===== src/rtl/fetch_stage.sv =====
// Instruction fetch stage: owns the PC, issues instruction-cache reads and feeds the
// fetch/decode latch. Redirects that land during a miss wait in pend_pc until the hit.
module fetch_stage #(
   parameter logic [31:0] PC_INIT = 32'h0000_0000,
   parameter int          WORD_W  = 32
) (
   input  logic              CLK,
   input  logic              nRST,
   input  logic              stall,
   input  logic              redirect,
   input  logic [WORD_W-1:0] redirect_pc,
   input  logic              halt,
   input  logic              ihit,
   input  logic [WORD_W-1:0] iload,
   output logic              iREN,
   output logic [WORD_W-1:0] iaddr,
   output logic [WORD_W-1:0] fetch_instr_out,
   output logic [WORD_W-1:0] pc_out,
   output logic [WORD_W-1:0] pc4_out,
   output logic [WORD_W-1:0] next_pc_out,
   output logic              fetch_valid,
   output logic              halted,
   output logic [1:0]        fsm_state
);

   typedef enum logic [1:0] {
      RUN    = 2'd0,
      DRAIN  = 2'd1,
      HALTED = 2'd2
   } state_t;

   state_t            state, state_next;
   logic [WORD_W-1:0] pc, pc_next;
   logic [WORD_W-1:0] pend_pc, pend_pc_next;

   always_ff @(posedge CLK or negedge nRST) begin
      if (!nRST) begin
         state   <= RUN;
         pc      <= WORD_W'(PC_INIT);
         pend_pc <= '0;
      end else begin
         state   <= state_next;
         pc      <= pc_next;
         pend_pc <= pend_pc_next;
      end
   end

   // The PC only moves on an edge with ihit, so iaddr is stable while a read is pending.
   always_comb begin
      state_next   = state;
      pc_next      = pc;
      pend_pc_next = pend_pc;
      if (state == HALTED) begin
         state_next = HALTED;
      end else if (halt) begin
         state_next = HALTED;
      end else begin
         case (state)
            RUN: begin
               if (redirect) begin
                  if (ihit) begin
                     pc_next = redirect_pc;
                  end else begin
                     pend_pc_next = redirect_pc;
                     state_next   = DRAIN;
                  end
               end else if (!stall && ihit) begin
                  pc_next = pc + WORD_W'(4);
               end
            end
            DRAIN: begin
               // Newest redirect wins; the outstanding word is dropped when it arrives.
               if (redirect) begin
                  pend_pc_next = redirect_pc;
                  if (ihit) begin
                     pc_next    = redirect_pc;
                     state_next = RUN;
                  end
               end else if (ihit) begin
                  pc_next    = pend_pc;
                  state_next = RUN;
               end
            end
            default: state_next = HALTED;
         endcase
      end
   end

   always_comb begin
      iaddr           = pc;
      pc_out          = pc;
      pc4_out         = pc + WORD_W'(4);
      next_pc_out     = redirect ? redirect_pc : pc4_out;
      fetch_instr_out = iload;
      iREN            = (state != HALTED);
      halted          = (state == HALTED);
      fetch_valid     = ihit && (state == RUN) && !redirect && !halt;
      fsm_state       = state;
   end

endmodule

===== config.mk =====
export PLATFORM = sky130hd
export DESIGN_NAME = fetch_stage
export DESIGN_NICKNAME = d
export VERILOG_FILES = /design/src/rtl/fetch_stage.sv
export SDC_FILE = /design/constraint.sdc
export NUM_CORES = 1
export LEC_CHECK = 0
export CAP_MARGIN = 10
export CORE_MARGIN = 3
export CORE_UTILIZATION = 45
export CTS_CLUSTER_DIAMETER = 30
export DETAILED_ROUTE_END_ITERATION = 10
export GPL_TIMING_DRIVEN = 0
export PLACE_DENSITY = 0.95
export SLEW_MARGIN = 25
export SYNTH_ARGS = -nofsm -noshare
export SYNTH_HDL_FRONTEND = slang
export SYNTH_SLANG_ARGS = --single-unit

===== constraint.sdc =====
create_clock -name CLK -period 3.3 [get_ports CLK]
set_clock_uncertainty 0.1 [all_clocks]
set_input_delay 0.33 -clock CLK [delete_from_list [all_inputs] [get_ports CLK]]
set_output_delay 0.33 -clock CLK [all_outputs]
set_load 0.01 [all_outputs]

==> results_dict.tcl <==
set metrics [dict create \
    run_status "finished clean" \
    antenna_found_initial 0 \
    post-route-period-util_pct 97.9 \
    arrival_ns 2.80 \
    cp_slowest_cell "clkdlybuf4s50_1" \
    grt_max_degree 49 \
    place_inst 866 \
    finalHoldViolations 0 \
    cts_tree "done" \
    p_int_mw 1.80 \
    h-tree-depth 3 \
    synth_cell_types 43 \
    ioPinCount 235 \
    path_buf_inv 2 \
    crit_cells 7 \
    ys_top_cells_by_area "dfrtp_1 34%, mux2_2 14%, buf_4 10%, mux2i_1 4.1%, o21ai_0 3.5%" \
    path_cells "nand4_1 > buf_4 > nor4_4 > nand4_1 > xnor2_1 > mux2_2 > clkdlybuf4s50_1" \
    hold_class "input pin to asynchronous set/reset pin" \
    wirelength_um 18200 \
    combPwrFrac_pct 30.1 \
    drive_above_1_share_pct 27.7 \
    syn-cell-area_um2 4890 \
    layout_min_cycle_time_ns 3.23 \
    worst-r2r-cell-count 5 \
    cts.path.max_buffers 2 \
    synth_area_per_cell_um2 9.29 \
    dieHeight_um 110 \
    worstPathMaxFanout 5 \
    via_count 5409 \
    portBuffers 202 \
    yosys.area.top_type_share_pct 33.8 \
    powerDensity_nw_per_um2 324 \
    num_antenna_cells 0 \
    endpoint_kind "output pin" \
    crit_family "simple AND/OR/NAND/NOR gates" \
    fin_setup_tns_ns 0 \
    drv_cap 0 \
    p_switching_mw 0.711 \
    ys_ff_latch 66 \
    initialDrtViolationCount 639 \
    synthCells 527 \
    swShare_pct 28.3 \
    ys_seq_area_share_pct 33.8 \
    clockRootBuffer "clkbuf_8" \
    drc 0 \
    netlist_top_cells_count "66 x buf_4, 66 x dfrtp_1, 62 x mux2_2" \
    syn_nets 598 \
    p_leak_nw 3.50 \
    clkPwrFrac_pct 33.1 \
    via_per_inst 5.95 \
    die_x_um 110 \
    detail-route-antenna-nets 0 \
    core_area_um2 10500 \
    slew_viol_final 0 \
    nNetsFinal 839 \
    syn2layout_area_growth_pct 58.1 \
    grt.total_usage_pct 28.6 \
    synth_warnings 0 \
    grt_pass1_vias 5271 \
    rsz0062_at_grt "yes" \
    worstMarginPinSlew_ns 0.943 \
    rows 37 \
    peakVddDrop_mv 0.222 \
    worst_path_most_repeated_cell "nand4_1" \
    clk_pin_slew_worst_paths_ns 0.08 \
    synth_edf_count 0 \
    clk_latency_ns 0.36 \
    yosysTopAreaCell "dfrtp_1" \
    grt-ovfl-total 0 \
    grt_first_pass_wirelength_um 27100 \
    gp_congestion 0.927 \
    die-area_um2 12200 \
    required_ns 2.87 \
    power.share.sequential_pct 36.8 \
    slowest_delay_ns 0.48 \
    dp_hpwl_um 12700 \
    max_freq_mhz 309 \
    setup_viol 0 \
    cts.sinks 66 \
    async_flop_share_pct 100 \
    initial_utilization_pct 46.8 \
    wire_per_inst_um 20.0 \
    cts_made_buffers 9 \
    synth_ff_type "dfrtp_1" \
    instances_no_fill 909 \
    path_class "flip-flop to output pin" \
    num-fill-cells 680 \
    dr.pass1.iters 6 \
    start_kind "flip-flop" \
    max-slew-margin-rel_pct 37.1 \
]
[power by group through the flow]
stage / combinational, mW / sequential (mW) / clock, mW
floorplan: 0.314 / 0.933 / 0
global placement: 0.684 / 0.934 / 0
detailed placement: 0.707 / 0.940 / 0
CTS: 0.744 / 0.918 / 0.825
global route: 0.804 / 0.930 / 0.854
finish: 0.755 / 0.924 / 0.830
[worst reg2reg max path, delay by kind of cell (launching register included)]
| family | cells | cell delay, ns |
|---|---|---|
| compound gates | 2 | 0.38 |
| simple gates | 1 | 0.53 |
| buf+inv | 2 | 1.05 |
| flops | 1 | 0.42 |
[sequential cells by signal, indices dropped and copies added, names as in the netlist]
signal	count
iaddr	32
fsm_state	2
pend_pc	32
[logic make-up after synthesis]
| kind of cell | synth area share [%] |
|---|---|
| buffers and inverters | 14.0 |
| flip-flops | 33.8 |
| multiplexers | 18.4 |
| adder cells (fa/ha/maj) | 0.256 |
| AND/OR/NAND/NOR | 12.8 |
| AO/OA/AOI/OAI | 15.8 |
| XOR/XNOR | 5.01 |
[worst paths after layout]
check / startpoint / endpoint / slack [ns]
hold / removal: nRST / pend_pc[6]$_DFFE_PN0P_ / 0.31
setup / recovery: iaddr[12]$_DFFE_PN0P_ / next_pc_out[31] / 0.07
max in group asynchronous: nRST / iaddr[13]$_DFFE_PN0P_ / 2.24
min in group CLK: pend_pc[18]$_DFFE_PN0P_ / pend_pc[18]$_DFFE_PN0P_ / 0.41
hold reg to reg: pend_pc[18]$_DFFE_PN0P_ / pend_pc[18]$_DFFE_PN0P_ / 0.41
setup reg to reg: fsm_state[0]$_DFFE_PN0P_ / iaddr[31]$_DFFE_PN0P_ / 0.68
[metal layers]
metal	vias to the layer above	share of wire, %	track usage (%)
met5	-	0	0
met4	0	4.5	13.1
met3	91	12	6.12
met2	486	48	48.1
met1	2517	36	35.2
li1	2315	-	-
[layout make-up]
class	instances	area [um^2]	share of cell area, %
buffer	97	619	8.00
clock buffer	10	128	1.65
clock inverter	6	105	1.36
inverter	16	60.1	0.776
multi-input combinational	346	2720	35.1
sequential	66	1660	21.5
tap	136	170	2.20
timing repair buffer	232	2270	29.4
[through the flow]
step                      cell area (um^2)  worst slack [ns]  total power [mW]  utilization, %  hold WS [ns]
after floorplan                       4890             0.680              1.25               -       -0.0656
after global placement                7090            -0.378              1.62            67.7         0.386
after detailed placement              7110            -0.273              1.65            68.0         0.131
after CTS                             7590            0.0155              2.49            72.6         0.318
after global routing                  7740           -0.0927              2.59            74.0         0.346
final                                 7740            0.0688              2.51            74.0         0.313
[what timing repair did]
item	4_1_cts	5_1_grt
hold endpoints to repair	18	0
gates resized for setup	27	17
hold buffers	1	0
pin swaps	8	11
setup endpoints to repair	33	18
cloned	0	0
buffers inserted	19	9
[cell usage in the layout, fill, tap and decap left out, drive strengths merged, types with 2 or more instances in the layout]
cell type	n
a21oi	28
a221o	2
a221oi	8
a222oi	4
a31oi	2
and2	2
and3	8
and4	3
buf	109
bufinv	3
clkbuf	29
clkdlybuf4s50	197
clkinv	3
dfrtp	66
dlymetal6s2s	3
inv	16
mux2	62
mux2i	20
nand2	23
nand2b	3
nand3	16
nand4	7
nor2	35
nor3	10
nor4	7
o21ai	35
o22ai	7
o2bb2ai	19
o31a	7
xnor2	14
xor2	14
Note: power is estimated with default switching activity, not from simulation.
